File: config.mk
export PLATFORM = sky130hd
export DESIGN_NAME = mimo_input_loader
export DESIGN_NICKNAME = d
export VERILOG_FILES = /design/src/rtl/mimo_input_loader_pkg.sv /design/src/rtl/mimo_input_loader.sv
export SDC_FILE = /design/constraint.sdc
export NUM_CORES = 2
export LEC_CHECK = 0
export ABC_AREA = 1
export BUFFER_PORTS_ARGS = -buffer_cell sky130_fd_sc_hd__clkbuf_2
export CORE_UTILIZATION = 25
export CTS_BUF_LIST = sky130_fd_sc_hd__clkbuf_8
export DETAILED_ROUTE_END_ITERATION = 8
export SKIP_LAST_GASP = 1
export SYNTH_ARGS = -nofsm -noshare
export SYNTH_HDL_FRONTEND = slang
export SYNTH_SLANG_ARGS = --single-unit
File: constraint.sdc
create_clock -name clk -period 4.2 [get_ports clk]
set_input_delay 0.63 -clock clk [delete_from_list [all_inputs] [get_ports clk]]
set_output_delay 0.63 -clock clk [all_outputs]
set_load 0.05 [all_outputs]
File: src/rtl/mimo_input_loader_pkg.sv
// Shared word-length and frame-geometry parameters for the MIMO input loader.
// One frame carries an 8x8 real channel matrix H and an 8-element receive vector Y.
package mimo_input_loader_pkg;

    localparam int WL      = 15;
    localparam int H_WORDS = 64;
    localparam int Y_WORDS = 8;
    localparam int CNT_W   = 7;
    localparam int Y_IDX_W = 3;

    localparam logic [CNT_W-1:0] CNT_ZERO = '0;
    localparam logic [CNT_W-1:0] CNT_ONE  = CNT_W'(1);
    localparam logic [CNT_W-1:0] H_LAST   = CNT_W'(H_WORDS - 1);
    localparam logic [CNT_W-1:0] Y_LAST   = CNT_W'(Y_WORDS - 1);

    function automatic logic [CNT_W-1:0] cntInc(input logic [CNT_W-1:0] c);
        return c + CNT_ONE;
    endfunction

endpackage

File: src/rtl/mimo_input_loader.sv
// Streams H (64 words) and Y (8 words) into shadow storage, then commits them atomically
// to the output registers so downstream logic always sees a complete, consistent frame.
module mimo_input_loader
    import mimo_input_loader_pkg::H_WORDS;
    import mimo_input_loader_pkg::Y_WORDS;
    import mimo_input_loader_pkg::CNT_W;
    import mimo_input_loader_pkg::Y_IDX_W;
    import mimo_input_loader_pkg::CNT_ZERO;
    import mimo_input_loader_pkg::CNT_ONE;
    import mimo_input_loader_pkg::H_LAST;
    import mimo_input_loader_pkg::Y_LAST;
    import mimo_input_loader_pkg::cntInc;
#(
    parameter int WL = mimo_input_loader_pkg::WL
) (
    input  logic                    clk,
    input  logic                    rst,
    input  logic                    in_valid,
    output logic                    in_ready,
    input  logic [WL-1:0]           in_data,
    input  logic                    in_last,
    input  logic                    reuse_h,
    output logic [H_WORDS*WL-1:0]   Hmatrix_o,
    output logic [Y_WORDS*WL-1:0]   Yarray_o,
    output logic                    out_valid,
    output logic                    frame_err
);

    typedef enum logic [1:0] {
        LOAD_H = 2'd0,
        LOAD_Y = 2'd1,
        COMMIT = 2'd2
    } state_t;

    state_t                 state_q, state_d;
    logic [CNT_W-1:0]       cnt_q, cnt_d;

    logic [H_WORDS*WL-1:0]  hShadow_q;
    logic [Y_WORDS*WL-1:0]  yShadow_q;
    logic [H_WORDS*WL-1:0]  hOut_q;
    logic [Y_WORDS*WL-1:0]  yOut_q;
    logic                   outValid_q;
    logic                   frameErr_q;

    logic                   accept;
    logic                   wrH;
    logic                   wrY;
    logic                   reloadH;
    logic                   errSet;
    logic                   commitEn;
    logic [Y_IDX_W-1:0]     yIdx;

    assign accept = in_valid && in_ready;

    always_ff @(posedge clk or negedge rst) begin
        if (!rst) begin
            state_q <= LOAD_H;
            cnt_q   <= CNT_ZERO;
        end else begin
            state_q <= state_d;
            cnt_q   <= cnt_d;
        end
    end

    always_comb begin
        state_d = state_q;
        cnt_d   = cnt_q;
        wrH     = 1'b0;
        wrY     = 1'b0;
        reloadH = 1'b0;
        errSet  = 1'b0;
        yIdx    = cnt_q[Y_IDX_W-1:0];

        case (state_q)
            LOAD_H: begin
                if (accept) begin
                    // A Y-only frame reuses the committed H, so its first word is Y element 0.
                    if (cnt_q == CNT_ZERO && reuse_h) begin
                        reloadH = 1'b1;
                        wrY     = 1'b1;
                        yIdx    = '0;
                        if (in_last) begin
                            errSet = 1'b1;
                        end else begin
                            state_d = LOAD_Y;
                            cnt_d   = CNT_ONE;
                        end
                    end else begin
                        wrH = 1'b1;
                        if (in_last) begin
                            errSet = 1'b1;
                            cnt_d  = CNT_ZERO;
                        end else if (cnt_q == H_LAST) begin
                            state_d = LOAD_Y;
                            cnt_d   = CNT_ZERO;
                        end else begin
                            cnt_d = cntInc(cnt_q);
                        end
                    end
                end
            end
            LOAD_Y: begin
                if (accept) begin
                    wrY = 1'b1;
                    // The final Y word always commits; a missing in_last is only flagged.
                    if (cnt_q == Y_LAST) begin
                        errSet  = !in_last;
                        state_d = COMMIT;
                        cnt_d   = CNT_ZERO;
                    end else if (in_last) begin
                        errSet  = 1'b1;
                        state_d = LOAD_H;
                        cnt_d   = CNT_ZERO;
                    end else begin
                        cnt_d = cntInc(cnt_q);
                    end
                end
            end
            COMMIT: begin
                state_d = LOAD_H;
                cnt_d   = CNT_ZERO;
            end
            default: begin
                state_d = LOAD_H;
                cnt_d   = CNT_ZERO;
            end
        endcase
    end

    // Ready is gated by rst directly so no word can be accepted while reset is held.
    always_comb begin
        in_ready = rst && (state_q != COMMIT);
        commitEn = (state_q == COMMIT);
    end

    always_ff @(posedge clk or negedge rst) begin
        if (!rst) begin
            hShadow_q  <= '0;
            yShadow_q  <= '0;
            hOut_q     <= '0;
            yOut_q     <= '0;
            outValid_q <= 1'b0;
            frameErr_q <= 1'b0;
        end else begin
            if (reloadH) begin
                hShadow_q <= hOut_q;
            end
            if (wrH) begin
                hShadow_q[int'(cnt_q)*WL +: WL] <= in_data;
            end
            if (wrY) begin
                yShadow_q[int'(yIdx)*WL +: WL] <= in_data;
            end
            if (commitEn) begin
                hOut_q <= hShadow_q;
                yOut_q <= yShadow_q;
            end
            outValid_q <= commitEn;
            frameErr_q <= frameErr_q | errSet;
        end
    end

    assign Hmatrix_o = hOut_q;
    assign Yarray_o  = yOut_q;
    assign out_valid = outValid_q;
    assign frame_err = frameErr_q;

endmodule
==> flow_metrics.tcl <==
set metrics [dict create \
    synth_fp_nets 12000 \
    nNetsFinal 12900 \
    crit_required_ps 5140 \
    cap_violations 0 \
    layout_commonest_cell "nand2_1" \
    avgSynthCellArea_um2 7.98 \
    post_cts.repair.setup_buffers 0 \
    yosysWarnings 0 \
    grt_first_pass_wirelength_mm 568 \
    start_util_pct 25.2 \
    cts_tree "built" \
    synthesis.area_um2 95600 \
    cts-root-buf "clkbuf_8" \
    core_area_um2 380000 \
    finalSetupViolCount 0 \
    grt_max_degree 257 \
    cts.sinks 2171 \
    async_flop_share_pct 100 \
    p_int_uw 42600 \
    seqPwrFrac_pct 41.3 \
    outcome "complete, no violations" \
    die_y_um 621 \
    syn_to_final_growth_pct 19.6 \
    ys_ff_latch 2171 \
    timing.hold.ws_ps 115 \
    reg2reg_from "cnt_q[0]$_DFFE_PN0P_" \
    die-area_um2 385000 \
    first_iter_violations 8185 \
    powerDensity_nw_per_um2 595 \
    place.gp.congestion 0.883 \
    min_path_type "in -> reg" \
    fin_setup_tns_ps 0 \
    end_kind "flop" \
    final_antenna_net_count 0 \
    area.sequential_um2 54300 \
    relSlewSlack_pct 10.0 \
    synth_ff_type "dfrtp_1" \
    crit_top_cell "nand2_1" \
    synth.yosys.seq_area_share_pct 56.8 \
    netSwitchingFraction_pct 37.4 \
    busiest_layer "met2" \
    clk_pin_slew_ps 60 \
    met2_usage_pct 30.8 \
    power_leakage_uw 0.0576 \
    first_pass_iters 7 \
    start_kind "flop" \
    worstSkewPairLatency_ps 1110 \
    crit_arrival_ps 4510 \
    skew_ps 84.5 \
    rows 226 \
    fmax_ghz 0.280 \
    io_pins 1103 \
    multiInputGateArea_um2 33500 \
    worst-setup-path-type "reg -> reg" \
    place_hpwl_mm 289 \
    viasPerCell 4.50 \
    crit_start "cnt_q[0]$_DFFE_PN0P_" \
    clkPwrFrac_pct 30.4 \
    die_w_um 621 \
    cp_slowest_cell "nand2_1" \
    critical_path.cell_chain "inv_2 > buf_4 > nand2_1 > nand2_1 > nand2_4 > inv_4 > nand3_2 > nor2_4 > nand2_1 > nand2_1 > nand2_1" \
    fin_crit_sh_pct 85.0 \
    wl_per_cell_um 22.4 \
    vias 82200 \
    grt_util_met3_pct 4.97 \
    final_cell_mix "nand2_1, o21ai_0, dfrtp_1" \
    drcViolationCount 0 \
    max_stage_delay_ps 660 \
    cts_made_buffers 385 \
    met1_usage_pct 25.4 \
    place.port_buffers 1102 \
    n_fill_cell 40400 \
    track_usage_pct 20.5 \
    combPwrFrac_pct 28.3 \
    p_sw_uw 25400 \
    grt-ovfl-total 0 \
    syn_inst 12000 \
    hold_path.startpoint "in_data[14]" \
    antenna_found_initial 27 \
    synth-edff-count 0 \
    wirelength_mm 408 \
    tightest_slew_ps 1350 \
    period_minus_slack_ps 3570 \
    drive_gt1_share_pct 15.1 \
    vdd_drop_max_mv 0.354 \
    crit_path_max_fanout 40 \
    pre_cts_ws_ps 670 \
    slew_viol_final 0 \
    hold_violations 0 \
    cts_buffer_depth 4 \
    grt_pass1_vias 75300 \
    finalWorstSetupSlack_ps 628 \
    rsz0062_at_grt "false" \
    yosysUniqueCellTypes 35 \
    cts-resized-gates 0 \
    htreeDepth 5 \
]
-- cell usage after synthesis (25+ instances only) --
| library cell | count | area share, % |
|---|---|---|
| buf_2 | 265 | 1.4 |
| clkbuf_1 | 444 | 1.7 |
| dfrtp_1 | 2171 | 57 |
| inv_1 | 1187 | 4.7 |
| nand2_1 | 4870 | 19 |
| nand3_1 | 274 | 1.4 |
| nand4_1 | 29 | 0.19 |
| nor2_1 | 216 | 0.85 |
| nor2_2 | 25 | 0.16 |
| nor2_4 | 40 | 0.47 |
| nor3_1 | 58 | 0.30 |
| o21ai_0 | 2173 | 11 |
| o21ai_1 | 90 | 0.47 |
-- kinds of logic after synthesis --
| family | count (synthesis) | share of synthesized area, % |
|---|---|---|
| fa+ha+maj | 7 | 0.0916 |
| simple gates | 5548 | 22.9 |
| xor+xnor | 3 | 0.0275 |
| compound gates | 2281 | 12.0 |
| flops | 2171 | 56.8 |
| buf+inv | 1967 | 8.24 |
-- per-stage QoR --
stage	total power, uW	cells	utilization [%]	cell area, um^2
floorplan	41200	12000	-	95600
detailed placement	47600	17500	28.0	106000
CTS	68600	18200	30.1	114000
finish	68100	18200	30.1	114000
global route	72400	18200	30.1	114000
global placement	47200	17500	28.0	106000
-- critical path, delay by kind of cell, from the launching register on --
kind	cells	cell delay, ps
buffers and inverters	3	750
DFF	1	380
and+or+nand+nor	8	2250
-- worst paths after layout --
path | to | slack [ps] | cells after the start
hold reg to reg | Yarray_o[39]$_DFFE_PN0P_ | 470 | 2
max in group asynchronous | hShadow_q[865]$_DFF_PN0_ | 1750 | 5
setup reg to reg | hShadow_q[72]$_DFF_PN0_ | 630 | 11
hold / removal | hShadow_q[404]$_DFF_PN0_ | 110 | 3
min in group asynchronous | Hmatrix_o[546]$_DFFE_PN0P_ | 280 | 3
setup / recovery | hShadow_q[72]$_DFF_PN0_ | 630 | 11
-- final cells by class --
class / instances / area share [%]
antenna: 15 / 0.0328
inverter: 1205 / 3.97
multi-input combinational: 7839 / 29.3
timing repair buffer: 1312 / 6.74
clock inverter: 197 / 1.16
clock buffer: 484 / 5.82
sequential: 2171 / 47.5
tap: 5016 / 5.49
-- metal layers --
layer | wire [um] | vias up
li1 | - | 39100
met1 | 163000 | 39100
met3 | 31000 | 865
met2 | 178000 | 3063
met4 | 36100 | 6
met5 | 37 | -
-- state kept, by name, summed over array words and instances (netlist names) --
name       count
out_valid      1
frame_err      1
hShadow_q    960
yShadow_q    120
Hmatrix_o    960
cnt_q          7
state_q        2
Yarray_o     120
-- power groups by stage --
| stage | Sequential [uW] | Clock (uW) | Combinational (uW) |
|---|---|---|---|
| finish | 28100 | 20700 | 19200 |
| global route | 28600 | 22000 | 21700 |
| CTS | 28100 | 21100 | 19300 |
| detailed placement | 28500 | 0 | 19200 |
| global placement | 28300 | 0 | 18900 |
| floorplan | 29800 | 0 | 11400 |
-- timing repair --
item,4_1_cts,5_1_grt
hold endpoints to repair,686,0
hold buffers,11,0
setup endpoints to repair,0,0
(Power assumes the default switching activity.)
